<file path="config.mk">
export PLATFORM = sky130hd
export DESIGN_NAME = ham_dec_flat
export DESIGN_NICKNAME = d
export VERILOG_FILES = /design/src/rtl/ham_dec_if.sv /design/src/rtl/ham_dec.sv /design/src/flat_wrapper.sv
export SDC_FILE = /design/constraint.sdc
export NUM_CORES = 1
export LEC_CHECK = 0
export BUFFER_PORTS_ARGS = -buffer_cell sky130_fd_sc_hd__buf_2
export CAP_MARGIN = 15
export CORE_UTILIZATION = 55
export DETAILED_ROUTE_END_ITERATION = 8
export HOLD_SLACK_MARGIN = 0.15
export PLACE_DENSITY_LB_ADDON = 0.25
export SETUP_SLACK_MARGIN = 0.3
export SLEW_MARGIN = 10
export SYNTH_ARGS = -nofsm -noshare
export SYNTH_HDL_FRONTEND = slang
export SYNTH_SLANG_ARGS = --single-unit
</file>
<file path="constraint.sdc">
create_clock -name i_clk -period 8.2 [get_ports i_clk]
set_input_delay 2.05 -clock i_clk [delete_from_list [all_inputs] [get_ports i_clk]]
set_output_delay 2.05 -clock i_clk [all_outputs]
set_load 0.005 [all_outputs]
</file>
<file path="src/rtl/ham_dec_if.sv">
// Port bundle for the dual-port SECDED Hamming decoder ham_dec.
// Holds the a/b encoded inputs, decoded outputs and error counters.
interface ham_dec_if #(
  parameter int DATA_WIDTH   = 32,
  parameter int ENCODED_WORD = 38,
  parameter int SYN_W        = $clog2(ENCODED_WORD + 1),
  parameter int CNT_W        = 16
);
  logic                    i_valid_a;
  logic                    i_valid_b;
  logic [ENCODED_WORD+1:1] i_hamming_a;
  logic [ENCODED_WORD+1:1] i_hamming_b;
  logic                    i_clr_cnt;
  logic                    o_valid_a;
  logic                    o_valid_b;
  logic [DATA_WIDTH-1:0]   o_data_a;
  logic [DATA_WIDTH-1:0]   o_data_b;
  logic                    o_serr_a;
  logic                    o_serr_b;
  logic                    o_derr_a;
  logic                    o_derr_b;
  logic [SYN_W-1:0]        o_syndrome_a;
  logic [SYN_W-1:0]        o_syndrome_b;
  logic [CNT_W-1:0]        o_serr_cnt_a;
  logic [CNT_W-1:0]        o_serr_cnt_b;
  logic [CNT_W-1:0]        o_derr_cnt_a;
  logic [CNT_W-1:0]        o_derr_cnt_b;

  modport master (
    output i_valid_a, i_valid_b,
    output i_hamming_a, i_hamming_b,
    output i_clr_cnt,
    input  o_valid_a, o_valid_b,
    input  o_data_a, o_data_b,
    input  o_serr_a, o_serr_b,
    input  o_derr_a, o_derr_b,
    input  o_syndrome_a, o_syndrome_b,
    input  o_serr_cnt_a, o_serr_cnt_b,
    input  o_derr_cnt_a, o_derr_cnt_b
  );

  modport slave (
    input  i_valid_a, i_valid_b,
    input  i_hamming_a, i_hamming_b,
    input  i_clr_cnt,
    output o_valid_a, o_valid_b,
    output o_data_a, o_data_b,
    output o_serr_a, o_serr_b,
    output o_derr_a, o_derr_b,
    output o_syndrome_a, o_syndrome_b,
    output o_serr_cnt_a, o_serr_cnt_b,
    output o_derr_cnt_a, o_derr_cnt_b
  );
endinterface

</file>
<file path="src/rtl/ham_dec.sv">
// Dual-port SECDED Hamming decoder, 2-stage pipeline per port.
// Define HAM_DEC_ERR_CNT_EN to build the saturating error counters.
module ham_dec #(
  parameter int DATA_WIDTH   = 32,
  parameter int ENCODED_WORD = 38,
  parameter int SYN_W        = $clog2(ENCODED_WORD + 1),
  parameter int CNT_W        = 16
) (
  input logic     i_clk,
  input logic     i_rst,
  ham_dec_if.slave bus
);
  localparam int HW = ENCODED_WORD + 1;
  localparam logic [SYN_W-1:0] SMAX = SYN_W'(ENCODED_WORD);

  function automatic logic [SYN_W-1:0] syndrome(
    input logic [HW:1] w
  );
    logic [SYN_W-1:0] s;
    s = '0;
    for (int i = 1; i <= ENCODED_WORD; i++)
      if (w[i]) s ^= SYN_W'(i);
    return s;
  endfunction

  // Data occupies non-power-of-2 positions, MSB at the top.
  function automatic logic [DATA_WIDTH-1:0] extract(
    input logic [HW:1] w
  );
    logic [DATA_WIDTH-1:0] d;
    int k;
    d = '0;
    k = DATA_WIDTH - 1;
    for (int p = ENCODED_WORD; p >= 3; p--) begin
      if ((p & (p - 1)) != 0) begin
        if (k >= 0) d[k] = w[p];
        k--;
      end
    end
    return d;
  endfunction

  logic          vin [2];
  logic [HW:1]   hin [2];

  assign vin[0] = bus.i_valid_a;
  assign vin[1] = bus.i_valid_b;
  assign hin[0] = bus.i_hamming_a;
  assign hin[1] = bus.i_hamming_b;

  for (genvar p = 0; p < 2; p++) begin : g_port
    logic                  v1;
    logic [HW:1]           w1;
    logic [SYN_W-1:0]      s1;
    logic                  q1;
    logic [HW:1]           fix;
    logic                  flip;
    logic                  serr_n;
    logic                  derr_n;
    logic                  v2;
    logic [DATA_WIDTH-1:0] data;
    logic                  serr;
    logic                  derr;
    logic [SYN_W-1:0]      syn;
    logic [CNT_W-1:0]      scnt;
    logic [CNT_W-1:0]      dcnt;

    always_ff @(posedge i_clk or posedge i_rst) begin
      if (i_rst) begin
        v1 <= 1'b0;
        w1 <= '0;
        s1 <= '0;
        q1 <= 1'b0;
      end else begin
        v1 <= vin[p];
        if (vin[p]) begin
          w1 <= hin[p];
          s1 <= syndrome(hin[p]);
          q1 <= ^hin[p];
        end
      end
    end

    always_comb begin
      flip   = q1 && (s1 != '0) && (s1 <= SMAX);
      serr_n = q1 && (s1 <= SMAX);
      derr_n = ((s1 != '0) && !q1) || (q1 && (s1 > SMAX));
      fix    = w1;
      if (flip) fix[s1] = ~w1[s1];
    end

    always_ff @(posedge i_clk or posedge i_rst) begin
      if (i_rst) begin
        v2   <= 1'b0;
        data <= '0;
        serr <= 1'b0;
        derr <= 1'b0;
        syn  <= '0;
      end else begin
        v2 <= v1;
        if (v1) begin
          data <= extract(fix);
          serr <= serr_n;
          derr <= derr_n;
          syn  <= s1;
        end
      end
    end

`ifdef HAM_DEC_ERR_CNT_EN
    logic [CNT_W-1:0] sc;
    logic [CNT_W-1:0] dc;

    always_ff @(posedge i_clk or posedge i_rst) begin
      if (i_rst) begin
        sc <= '0;
        dc <= '0;
      end else if (bus.i_clr_cnt) begin
        sc <= '0;
        dc <= '0;
      end else begin
        if (v1 && serr_n && !(&sc))
          sc <= sc + CNT_W'(1);
        if (v1 && derr_n && !(&dc))
          dc <= dc + CNT_W'(1);
      end
    end

    assign scnt = sc;
    assign dcnt = dc;
`else
    assign scnt = '0;
    assign dcnt = '0;
`endif
  end

`ifndef HAM_DEC_ERR_CNT_EN
  logic unused_clr;
  assign unused_clr = bus.i_clr_cnt;
`endif

  assign bus.o_valid_a    = g_port[0].v2;
  assign bus.o_valid_b    = g_port[1].v2;
  assign bus.o_data_a     = g_port[0].data;
  assign bus.o_data_b     = g_port[1].data;
  assign bus.o_serr_a     = g_port[0].serr;
  assign bus.o_serr_b     = g_port[1].serr;
  assign bus.o_derr_a     = g_port[0].derr;
  assign bus.o_derr_b     = g_port[1].derr;
  assign bus.o_syndrome_a = g_port[0].syn;
  assign bus.o_syndrome_b = g_port[1].syn;
  assign bus.o_serr_cnt_a = g_port[0].scnt;
  assign bus.o_serr_cnt_b = g_port[1].scnt;
  assign bus.o_derr_cnt_a = g_port[0].dcnt;
  assign bus.o_derr_cnt_b = g_port[1].dcnt;
endmodule

</file>
<file path="src/flat_wrapper.sv">
// flat-port wrapper written by rule: the top's interface ports become plain ports
module ham_dec_flat 
#(
  parameter int DATA_WIDTH   = 32,
  parameter int ENCODED_WORD = 38,
  parameter int SYN_W        = $clog2(ENCODED_WORD + 1),
  parameter int CNT_W        = 16
)
  (i_clk, i_rst, bus_i_valid_a, bus_i_valid_b, bus_i_hamming_a, bus_i_hamming_b, bus_i_clr_cnt, bus_o_valid_a, bus_o_valid_b, bus_o_data_a, bus_o_data_b, bus_o_serr_a, bus_o_serr_b, bus_o_derr_a, bus_o_derr_b, bus_o_syndrome_a, bus_o_syndrome_b, bus_o_serr_cnt_a, bus_o_serr_cnt_b, bus_o_derr_cnt_a, bus_o_derr_cnt_b);
  ham_dec_if #(.DATA_WIDTH(DATA_WIDTH), .ENCODED_WORD(ENCODED_WORD), .SYN_W(SYN_W), .CNT_W(CNT_W)) bus_i ();
  input logic i_clk;
  input logic i_rst;
  input wire logic [$bits(bus_i.i_valid_a)-1:0] bus_i_valid_a;
  input wire logic [$bits(bus_i.i_valid_b)-1:0] bus_i_valid_b;
  input wire logic [$bits(bus_i.i_hamming_a)-1:0] bus_i_hamming_a;
  input wire logic [$bits(bus_i.i_hamming_b)-1:0] bus_i_hamming_b;
  input wire logic [$bits(bus_i.i_clr_cnt)-1:0] bus_i_clr_cnt;
  output wire logic [$bits(bus_i.o_valid_a)-1:0] bus_o_valid_a;
  output wire logic [$bits(bus_i.o_valid_b)-1:0] bus_o_valid_b;
  output wire logic [$bits(bus_i.o_data_a)-1:0] bus_o_data_a;
  output wire logic [$bits(bus_i.o_data_b)-1:0] bus_o_data_b;
  output wire logic [$bits(bus_i.o_serr_a)-1:0] bus_o_serr_a;
  output wire logic [$bits(bus_i.o_serr_b)-1:0] bus_o_serr_b;
  output wire logic [$bits(bus_i.o_derr_a)-1:0] bus_o_derr_a;
  output wire logic [$bits(bus_i.o_derr_b)-1:0] bus_o_derr_b;
  output wire logic [$bits(bus_i.o_syndrome_a)-1:0] bus_o_syndrome_a;
  output wire logic [$bits(bus_i.o_syndrome_b)-1:0] bus_o_syndrome_b;
  output wire logic [$bits(bus_i.o_serr_cnt_a)-1:0] bus_o_serr_cnt_a;
  output wire logic [$bits(bus_i.o_serr_cnt_b)-1:0] bus_o_serr_cnt_b;
  output wire logic [$bits(bus_i.o_derr_cnt_a)-1:0] bus_o_derr_cnt_a;
  output wire logic [$bits(bus_i.o_derr_cnt_b)-1:0] bus_o_derr_cnt_b;
  assign bus_i.i_valid_a = bus_i_valid_a;
  assign bus_i.i_valid_b = bus_i_valid_b;
  assign bus_i.i_hamming_a = bus_i_hamming_a;
  assign bus_i.i_hamming_b = bus_i_hamming_b;
  assign bus_i.i_clr_cnt = bus_i_clr_cnt;
  assign bus_o_valid_a = bus_i.o_valid_a;
  assign bus_o_valid_b = bus_i.o_valid_b;
  assign bus_o_data_a = bus_i.o_data_a;
  assign bus_o_data_b = bus_i.o_data_b;
  assign bus_o_serr_a = bus_i.o_serr_a;
  assign bus_o_serr_b = bus_i.o_serr_b;
  assign bus_o_derr_a = bus_i.o_derr_a;
  assign bus_o_derr_b = bus_i.o_derr_b;
  assign bus_o_syndrome_a = bus_i.o_syndrome_a;
  assign bus_o_syndrome_b = bus_i.o_syndrome_b;
  assign bus_o_serr_cnt_a = bus_i.o_serr_cnt_a;
  assign bus_o_serr_cnt_b = bus_i.o_serr_cnt_b;
  assign bus_o_derr_cnt_a = bus_i.o_derr_cnt_a;
  assign bus_o_derr_cnt_b = bus_i.o_derr_cnt_b;
  ham_dec #(.DATA_WIDTH(DATA_WIDTH), .ENCODED_WORD(ENCODED_WORD), .SYN_W(SYN_W), .CNT_W(CNT_W)) u_core (.i_clk(i_clk), .i_rst(i_rst), .bus(bus_i));
endmodule
</file>
==> results of run 1 <==
-- power by group through the flow --
stage          Sequential, µW  Clock [µW]  Combinational [µW]
2_1_floorplan            1120           0                 865
3_3_place_gp             1240           0                1040
3_5_place_dp             1240           0                1060
4_1_cts                  1230         863                1070
5_1_grt                  1260         898                1170
6_report                 1230         851                1060
-- worst register-to-register path: stages (launching register included) --
cell	delay [ps]
dfrtp_1	820
inv_1	290
mux4_2	480
or4b_1	670
o221ai_1	300
o21ai_1	100
-- placed cells by master, fill, tap and decap left out, types with 28 or more instances in the layout --
cell      netlist  layout
buf_2           3     163
o21ai_0        47      47
nor2_1         67      67
dfrtp_1       173     171
a21oi_1        35      35
inv_1          45      44
o221ai_1       28      28
xnor2_1        80      80
conb_1          1      64
mux2_2        108     108
-- worst paths after layout --
kind | startpoint | endpoint | depth (start not counted)
max | bus_i_hamming_b[29] | u_core.g_port[1].q1 | 6
min | u_core.bus.o_data_b[26] | u_core.bus.o_data_b[26] | 1
max reg2reg | u_core.g_port[1].s1[2] | u_core.bus.o_data_b[24] | 5
min reg2reg | u_core.bus.o_data_b[26] | u_core.bus.o_data_b[26] | 1
max in group asynchronous | i_rst | u_core.g_port[1].v1 | 4
min in group asynchronous | i_rst | u_core.bus.o_data_a[4] | 2
-- sequential cells by signal, summed over array words and instances (netlist names) --
name	count
u_core.g_port.w1	75
u_core.bus.o_data_a	32
u_core.bus.o_data_b	32
u_core.g_port.s1	12
u_core.bus.o_syndrome_a	6
u_core.bus.o_syndrome_b	6
u_core.g_port.q1	2
u_core.g_port.v1	2
u_core.bus.o_derr_a	1
u_core.bus.o_derr_b	1
u_core.bus.o_serr_a	1
u_core.bus.o_serr_b	1
u_core.bus.o_valid_a	1
u_core.bus.o_valid_b	1
-- through the flow --
stage / total power, µW / instances / hold slack (ps) / worst slack [ps]
2_1_floorplan: 1990 / 982 / 352 / 1460
3_3_place_gp: 2280 / 1266 / 461 / 4130
3_5_place_dp: 2300 / 1266 / 467 / 4120
4_1_cts: 3160 / 1298 / 482 / 4560
5_1_grt: 3320 / 1299 / 496 / 4510
6_report: 3150 / 1299 / 477 / 4560
-- layout make-up --
class | instances | area share
clock buffer | 18 | 0.0386
clock inverter | 14 | 0.0157
inverter | 45 | 0.0153
multi-input combinational | 651 | 0.447
sequential | 173 | 0.381
tap | 229 | 0.0252
timing repair buffer | 169 | 0.0774
-- logic make-up after synthesis --
group                  count (synthesis)
other                                  1
AO/OA/AOI/OAI                        163
AND/OR/NAND/NOR                      162
flip-flops                           173
multiplexers                         138
buffers and inverters                158
XOR/XNOR                             124
-- metal layers --
layer | share of wire | vias up
met1 | 0.42 | 3516
met5 | 0 | -
met2 | 0.51 | 254
li1 | - | 3379
met3 | 0.046 | 36
met4 | 0.024 | 0
-- synth_stat cells (all sizes together), types with 3 or more instances --
cell / n
nand3: 13
dfrtp: 173
nand2: 19
o221ai: 28
xor2: 18
nor2: 67
xnor2: 81
a21oi: 35
o211ai: 9
and2: 4
mux4: 5
mux2: 108
o21a: 6
nand3b: 4
or3: 4
mux2i: 25
nand4: 4
clkbuf: 36
o21ai: 55
nor3: 13
nand2b: 6
inv: 45
buf: 77
nor3b: 6
or2: 3
xnor3: 25
a31oi: 10
o22ai: 9
nor2b: 10
==> summary.txt, run 1 <==
Outcome
  • Status: complete, no violations

Setup path
  • Max incr delay on CP: ~500 ps
  • CP Launch Type: input port
  • Arr. time, crit path: roughly 4000 ps
  • CP required: 8520 ps
  • Crit-path max FO: 3
  • Crit-path cells: buf_2 > xnor3_1 > xnor3_1 > xnor3_1 > xnor3_1 > mux2_2
  • R2R Setup Slk: 5410 ps
  • CP most frequent cell: xnor3_1
  • CP Class: input port to flip-flop
  • CP Capture Type: flip-flop
  • Critical path's slowest cell: xnor3_1
  • Crit path max-delay family: XOR/XNOR gates
  • Sum of buffers and inverters on the critical path: 1

Timing
  • Final setup vio count: 0
  • TNS Setup: 0 ps
  • Tmin final: 3640 ps
  • Slew headroom: 0.261
  • Fmax: about 270 MHz
  • Final Cycle Share: 0.444
  • Unrepaired setup endpoints after global routing: false
  • Endpoints failing hold: 0
  • Setup Skew: ~9.3 ps
  • Fin. max-slew vios: 0
  • Slew at the pin with the worst max-slew slack: 1110 ps

Power
  • Clock network fraction of total power: 0.270
  • Logic pwr share: 0.338
  • Internal: 2040 µW
  • Psw: 1110 µW
  • Leak pwr: 0.00507 µW
  • Pwr dens: 277 nW/µm²
  • VDD IR max: 0.177 mV
  • Switch share: 0.353
  • Reg power frac: 0.392

Logic synthesis
  • Synth Instances: 919
  • Synth warn: 0
  • Main combinational cell family by area after synthesis: multiplexers
  • Post-Syn Area per Cell: 10.9 µm²
  • Synth Register Bits: 173
  • Top FF cell, synth: dfrtp_1
  • Seq/Total Area, Yosys: 0.432
  • Post-synth top area cell: dfrtp_1
  • Mux share of post-synthesis cell area: 0.158
  • Mapped Area: 10000 µm²
  • Synth unique cells: 52
  • Top cell type's share of synthesized area: 0.432
  • Synth area leaders: dfrtp_1, mux2_2, xnor2_1
  • Fraction of the mapped netlist area in adder cells: 0
  • Simple logic cell fraction of the synthesized area: 0.0805
  • Post-synthesis compound-gate area fraction: 0.102
  • Post-synthesis xor/xnor area fraction: 0.143
  • Number of flops mapped to enable cells by yosys: 0
  • Ys async rst share: 1.00

Clocking
  • Post-CTS Hold Buffers: 0
  • Clk buf depth: 2
  • TritonCTS clock tree: built
  • CTS Buf Count: 17
  • CTS H-tree lvls: 4
  • Post-CTS Setup Inserts: 0
  • PostCTS Resize Cnt: 0
  • Clock Root Buffer: clkbuf_16
  • Clk sinks: 173
  • Worst-skew pair later-pin latency: 440 ps
  • Clock transition at path regs: ~70 ps

Die
  • Die height: around 140 µm
  • Top Ports: 229
  • Die Area: 18800 µm²
  • Core ar.: 17900 µm²
  • Row count: 49
  • Die width: 137 µm
  • Starting density of the core: 0.560

Cells and area
  • Fin util: 0.636
  • Net count, final: 1140
  • Area Growth Syn to Fin: 13.5%
  • Area occupied by multi-input gates: 5090 µm²
  • Reg area: 4330 µm²
  • Layout cells sized above 1: 0.304
  • Fin area: around 11000 µm²
  • Fill count: 1521
  • Ant. Diodes: 0

Global route
  • Vias in the first global route: ~6700
  • Met2 usage: 0.443
  • Gr busiest metal: met2
  • Largest net degree at the start of global routing: 89
  • GR Layer Usage met1: 0.328
  • Met3 Use GR: 0.0430
  • Initial antenna violation count: 0
  • GRT Util Overall: 0.258
  • GR Overflow Total: 0
  • First-pass GRT wire length: about 36000 µm

Hold path
  • Hold Crit Class: flip-flop to flip-flop

Placement
  • Port bufs: approximately 160
  • Area after DPL: 10700 µm²
  • Routability Congestion: around 0.89
  • Detailed-placement wirelength estimate: approximately 17000 µm

Routing
  • Vias: 7185
  • Drt first-iter violations: 470
  • # DRC: 0
  • Vias/cell: 5.53
  • Wirelength per Cell: around 18 µm
  • Antenna-violating nets left: 0
  • DR pass1 iterations: 5
  • Routed WL: 23500 µm

Run
  • Max-Cap Viols: 0
Power figures use the tool's default switching activity.
==> run 2: changes to the inputs <==
- ABC_AREA: unset -> 1
- CORE_UTILIZATION: 55 -> 51
- clock period: 8.2 -> 2.9 ns (I/O delays scaled with it)
==> summary.txt, run 2 <==
Timing
  • Final setup vio count: 0 (unchanged)
  • Slew at the pin with the worst max-slew slack: 793 ps (-316 ps)
  • Slew headroom: 0.470 (+0.209)
  • Tmin final: 2350 ps
  • Fmax: 426 MHz
  • Unrepaired setup endpoints after global routing: false
  • Fin. max-slew vios: 0 (unchanged)
  • Hold slack: 423 ps (-54.4 ps)
  • TNS Setup: 0 ps (unchanged)
  • Final Cycle Share: 0.810
  • Setup Skew: 13.4 ps (+4.07 ps)
  • Endpoints failing hold: 0 (unchanged)

Placement
  • Port bufs: 163 (unchanged)
  • Routability Congestion: 0.937 (+5.8%)
  • Detailed-placement wirelength estimate: 25800 µm (+49%)
  • # placed instances: 2225 (+76%)

Cells and area
  • Fill count: 2198 (+45%)
  • Net count, final: 2014 (+77%)
  • Area occupied by multi-input gates: 6390 µm² (+26%)
  • Reg area: 4410 µm² (+1.7%)
  • Layout Cells excl Fill: 2257 (+74%)
  • Fin util: 0.588 (-0.0474)
  • Commonest non-fill, non-tap cells in the layout: nand2_1, nor2_1, dfrtp_1
  • Layout cells sized above 1: 0.124 (-0.180)
  • Ant. Diodes: 0 (unchanged)
  • Area Growth Syn to Fin: 12.1%
  • Max FFs per register: 78 (+4.0%)
  • Commonest non-fill, non-tap cell in the layout: nand2_1
  • Largest register by flop count: u_core.g_port.w1

Logic synthesis
  • Synth Register Bits: 176 (+1.7%)
  • Synth cell count leaders: nand2_1, nor2_1, dfrtp_1
  • Top FF cell, synth: dfrtp_1
  • Ys async rst share: 1.00 (unchanged)
  • Most common cell in the netlist: nand2_1
  • Synth Instances: 1800 (+96%)
  • Seq/Total Area, Yosys: 0.369 (-0.0632)
  • Post-synth top area cell: dfrtp_1
  • Synth warn: 0 (unchanged)
  • Post-Syn Area per Cell: 6.64 µm² (-39%)
  • Synth unique cells: 26 (-50%)
  • Mapped Area: 11900 µm² (+19%)
  • Synth area leaders: dfrtp_1, nand2_1, nor2_1
  • Top cell type's share of synthesized area: 0.369 (-0.0632)
  • Number of flops mapped to enable cells by yosys: 0 (unchanged)

Clocking
  • Post-CTS Setup Inserts: 0 (unchanged)
  • CTS H-tree lvls: 4 (unchanged)
  • Clk buf depth: 2 (unchanged)
  • Clock Root Buffer: clkbuf_16
  • Clk sinks: 176 (+1.7%)
  • Worst-skew pair later-pin latency: 440 ps (about the same)
  • Post-CTS Hold Buffers: 0 (unchanged)
  • TritonCTS clock tree: built
  • Clock transition at path regs: 80 ps (about the same)
  • CTS Buf Count: 17 (unchanged)

Global route
  • Vias in the first global route: 10300 (+55%)
  • GR Overflow Total: 0 (unchanged)
  • GRT Util Overall: 0.282 (+0.0238)
  • Largest net degree at the start of global routing: 52 (-42%)
  • First-pass GRT wire length: 52700 µm (+46%)
  • Initial antenna violation count: 0 (unchanged)

Hold path
  • Hold Crit Class: input port to asynchronous set/reset pin

Power
  • Pwr dens: 617 nW/µm² (+120%)
  • Psw: 3360 µW (+200%)
  • Internal: 4910 µW (+140%)
  • Logic pwr share: 0.352 (+0.014)
  • Switch share: 0.406 (+0.0531)
  • VDD IR max: 0.357 mV (+100%)
  • Total power draw: 8270 µW (+160%)
  • Reg power frac: 0.382 (-0.010)
  • Clock network fraction of total power: 0.266 (-0.004)
  • Leak pwr: 0.00727 µW (+43%)

Die
  • Starting density of the core: 0.524 (-0.0356)
  • Die height: 155 µm (+13%)
  • Core ar.: 22800 µm² (+27%)
  • Die Area: 24000 µm² (+28%)
  • Die width: 155 µm (+13%)
  • Top Ports: 229 (unchanged)
  • Row count: 55 (+12%)

Routing
  • DR pass1 iterations: 5 (unchanged)
  • Wirelength per Cell: 14.8 µm (-18%)
  • Antenna-violating nets left: 0 (unchanged)
  • # DRC: 0 (unchanged)
  • Drt first-iter violations: 894 (+90%)
  • Routed WL: 33400 µm (+42%)
  • Vias/cell: 5.03 (-9.0%)
  • Vias: 11400 (+58%)

Setup path
  • Arr. time, crit path: 2680 ps (-1280 ps)
  • CP Capture Type: flip-flop
  • Crit-path max FO: 32 (+29)
  • CP Launch Type: flip-flop
  • CP Class: flip-flop to flip-flop
  • CP required: 3240 ps (-5280 ps)

Outcome
  • Status: complete, no violations

Run
  • Max-Cap Viols: 0 (unchanged)
-- run 2: changes by cell type after synthesis, sizes merged, moves of 12 or more --
cell    previous run  this run
o21ai             55       100
o221ai            28         0
nand3b             4        22
buf               77        90
xnor3             25         0
mux2             108         0
nor2              67       181
inv               45       156
mux2i             25         0
xnor2             81        69
xor2              18        63
nand2             19       728
nand3             13       104
-- run 2: what timing repair did --
action,CTS,global route
gates resized for setup,0,1
hold endpoints to repair,0,0
endpoints found under the setup margin,0,2
-- run 2: final timing paths --
| path | slack (ps) | to | cells after the start | from |
|---|---|---|---|---|
| min reg2reg | 440 | u_core.bus.o_valid_a | 0 | u_core.g_port[0].v1 |
| max | 550 | u_core.bus.o_data_a[29] | 12 | u_core.g_port[0].s1[2] |
| max reg2reg | 550 | u_core.bus.o_data_a[29] | 12 | u_core.g_port[0].s1[2] |
| max in group asynchronous | 1790 | u_core.bus.o_data_b[17] | 3 | i_rst |
| min in group i_clk | 440 | u_core.bus.o_valid_a | 0 | u_core.g_port[0].v1 |
| min | 420 | u_core.g_port[0].s1[3] | 2 | i_rst |
-- run 2: cell families (layout without fill, tap and decap cells) --
family,after synthesis,count (layout),share of synthesized area
and+or+nand+nor,1056,1056,0.356
xor gates and xnor gates,132,132,0.0968
buffers and inverters,293,374,0.116
other,1,64,0.000314
AOI/OAI and AO/OA,142,142,0.0616
DFF,176,176,0.369
-- run 2: critical path: stages, from the launching register on --
cell	delay, ps
dfrtp_1	570
inv_1	240
nand3_1	340
o22ai_1	120
nor2_1	100
nand2_1	60
nand2_1	60
nand2_1	60
nor2_2	90
buf_4	300
nand3_1	110
nand2_1	140
nand2_1	60
-- run 2: power by group through the flow --
stage                     clock, µW  sequential, µW  combinational [µW]
after detailed placement          0            3190                2860
final                          2200            3160                2910
after floorplan                   0            3030                2150
after global routing           2320            3190                3260
after global placement            0            3190                2810
after CTS                      2220            3150                2880
-- run 2: per-layer routing --
metal,track usage,up-vias,wire length [µm]
met1,0.354,5201,14000
met5,0,-,0
met3,0.0368,75,1660
met4,0.106,0,1130
li1,-,5666,-
met2,0.494,415,16600
-- run 2: through the flow --
stage               cell area [µm²]  setup WS, ps
floorplan                     12200         -77.6
global placement              12800           585
detailed placement            12800           585
CTS                           13400           524
global route                  13400           360
finish                        13400           551
-- run 2: layout make-up --
class                           instances  share of cell area
Clock buffer                           18              0.0320
Clock inverter                         14             0.00906
Multi-Input combinational cell       1394               0.477
Timing Repair Buffer                  184              0.0792
Inverter                              158              0.0446
Tap cell                              313              0.0292
Sequential cell                       176               0.329
==> run 3: changes to the inputs <==
- clock period: 2.9 -> 2.1 ns (I/O delays scaled with it)
==> summary.txt, run 3 (same netlist as run 2, synthesis figures left out) <==
Die
  • Row count: 55 (unchanged)
  • Starting density of the core: 0.524 (unchanged)
  • Top Ports: 229 (unchanged)
  • Die height: 155 µm (unchanged)
  • Core ar.: 22800 µm² (unchanged)
  • Die width: 155 µm (unchanged)
  • Die Area: 24000 µm² (unchanged)

Cells and area
  • Largest register by flop count: u_core.g_port.w1
  • Layout cells sized above 1: 0.204 (+0.0797)
  • Ant. Diodes: 0 (unchanged)
  • Commonest non-fill, non-tap cell in the layout: nand2_1
  • Area Growth Syn to Fin: 22.6%
  • Layout Cells excl Fill: 2321 (+2.8%)
  • Net count, final: 2078 (+3.2%)
  • Max FFs per register: 78 (unchanged)
  • Commonest non-fill, non-tap cells in the layout: nand2_1, dfrtp_1, buf_2

Placement
  • # placed instances: 2258 (+1.5%)
  • Port bufs: 163 (unchanged)
  • Detailed-placement wirelength estimate: 26700 µm (+3.6%)
  • Pre-CTS WS: 41.9 ps (-544 ps)
  • Routability Congestion: 0.940 (+0.22%)

Timing
  • Fmax: 482 MHz (+13%)
  • Setup Skew: 11.1 ps (-2.36 ps)
  • Final setup vio count: 0 (unchanged)
  • Endpoints failing hold: 0 (unchanged)
  • Slew at the pin with the worst max-slew slack: 716 ps (-76.8 ps)
  • TNS Setup: 0 ps (unchanged)
  • Final Worst Setup Slack: 25.4 ps (-526 ps)
  • Unrepaired setup endpoints after global routing: true
  • Tmin final: 2070 ps (-274 ps)
  • Hold slack: 344 ps (-78.8 ps)
  • Slew headroom: 0.522 (+0.0516)
  • Fin. max-slew vios: 0 (unchanged)
  • Final Cycle Share: 0.988 (+0.178)

Clocking
  • Clock Root Buffer: clkbuf_16
  • Worst-skew pair later-pin latency: 450 ps (about the same)
  • CTS Buf Count: 17 (unchanged)
  • TritonCTS clock tree: built
  • Clk buf depth: 2 (unchanged)
  • Clk sinks: 176 (unchanged)
  • CTS H-tree lvls: 4 (unchanged)
  • Clock transition at path regs: 70 ps (about the same)

Setup path
  • CP Launch Type: flip-flop
  • CP required: 2430 ps (-810 ps)
  • CP Capture Type: flip-flop
  • CP Class: flip-flop to flip-flop
  • Crit-path max FO: 7 (-78%)
  • Arr. time, crit path: 2400 ps (-280 ps)

Global route
  • GR Overflow Total: 0 (unchanged)
  • Largest net degree at the start of global routing: 75 (+44%)
  • Initial antenna violation count: 0 (unchanged)
  • Vias in the first global route: 10900 (+5.8%)
  • First-pass GRT wire length: 55600 µm (+5.5%)
  • GRT Util Overall: 0.300 (+0.0182)

Run
  • Max-Cap Viols: 0 (unchanged)

Power
  • VDD IR max: 0.590 mV (+65%)
  • Leak pwr: 0.00772 µW (+6.3%)
  • Total power draw: 13400 µW (+62%)
  • Pwr dens: 917 nW/µm² (+48%)

Routing
  • Vias/cell: 5.15 (+2.3%)
  • Antenna-violating nets left: 0 (unchanged)
  • # DRC: 0 (unchanged)
  • Wirelength per Cell: 15.6 µm (+5.8%)
  • Vias: 11900 (+5.2%)
  • DR pass1 iterations: 7 (+2)
  • Routed WL: 36300 µm (+8.8%)
  • Drt first-iter violations: 1013 (+13%)

Outcome
  • Status: complete, no violations

Hold path
  • Hold Crit Class: input port to flip-flop
## run 3: critical path, cell delays in order (launching register included)
cell,delay (ps)
dfrtp_4,570
nor2_4,160
nand3_1,130
nand2_1,80
nor2_1,60
buf_4,170
nand2_2,200
nor2_1,130
nor2_1,200
nor2_1,90
nand2_1,120
nand2_1,60
## run 3: layer usage
metal  wire (µm)  GRT usage  up-vias
met5           0          0        -
met1       14200      0.357     5527
met4        1880      0.154        0
met2       18200      0.533      490
li1            -          -     5806
met3        2030     0.0373      124
## run 3: report_power, final
group	internal [µW]	leakage, µW	switching, µW
logic	2430	0.00529	3500
registers	3870	0.00215	445
clock network	1710	0.000285	1470
## run 3: stage by stage
| step | utilization | area, µm² |
|---|---|---|
| final | 0.643 | 14600 |
| after detailed placement | 0.576 | 13100 |
| after global placement | 0.576 | 13100 |
| after global routing | 0.643 | 14600 |
| after CTS | 0.623 | 14200 |
| after floorplan | - | 12200 |
## run 3: area by class of cell
type / count / area [µm²]
Clock buffer: 18 / 439
Clock inverter: 14 / 148
Fill cell: 2019 / 8130
Inverter: 158 / 609
Multi-Input combinational cell: 1394 / 6920
Sequential cell: 176 / 4410
Tap cell: 313 / 392
Timing Repair Buffer: 248 / 1720
## run 3: worst paths after layout
check | from | end | slack [ps] | cells after the start
max | u_core.g_port[0].s1[2] | u_core.bus.o_data_a[16] | 30 | 11
min | bus_i_hamming_b[38] | u_core.g_port[1].w1[39] | 340 | 3
max reg2reg | u_core.g_port[0].s1[2] | u_core.bus.o_data_a[16] | 30 | 11
min reg2reg | u_core.g_port[1].v1 | u_core.bus.o_valid_b | 430 | 0
max in group asynchronous | i_rst | u_core.bus.o_data_b[6] | 780 | 4
min in group asynchronous | i_rst | u_core.g_port[0].w1[16] | 620 | 3
## run 3: what timing repair did
action	4_1_cts	5_1_grt
hold buffers	1	0
endpoints found under the setup margin	64	64
gates cloned	5	4
gates resized for setup	83	79
buffers inserted	15	6
hold endpoints to repair	10	0
pin swaps	13	29
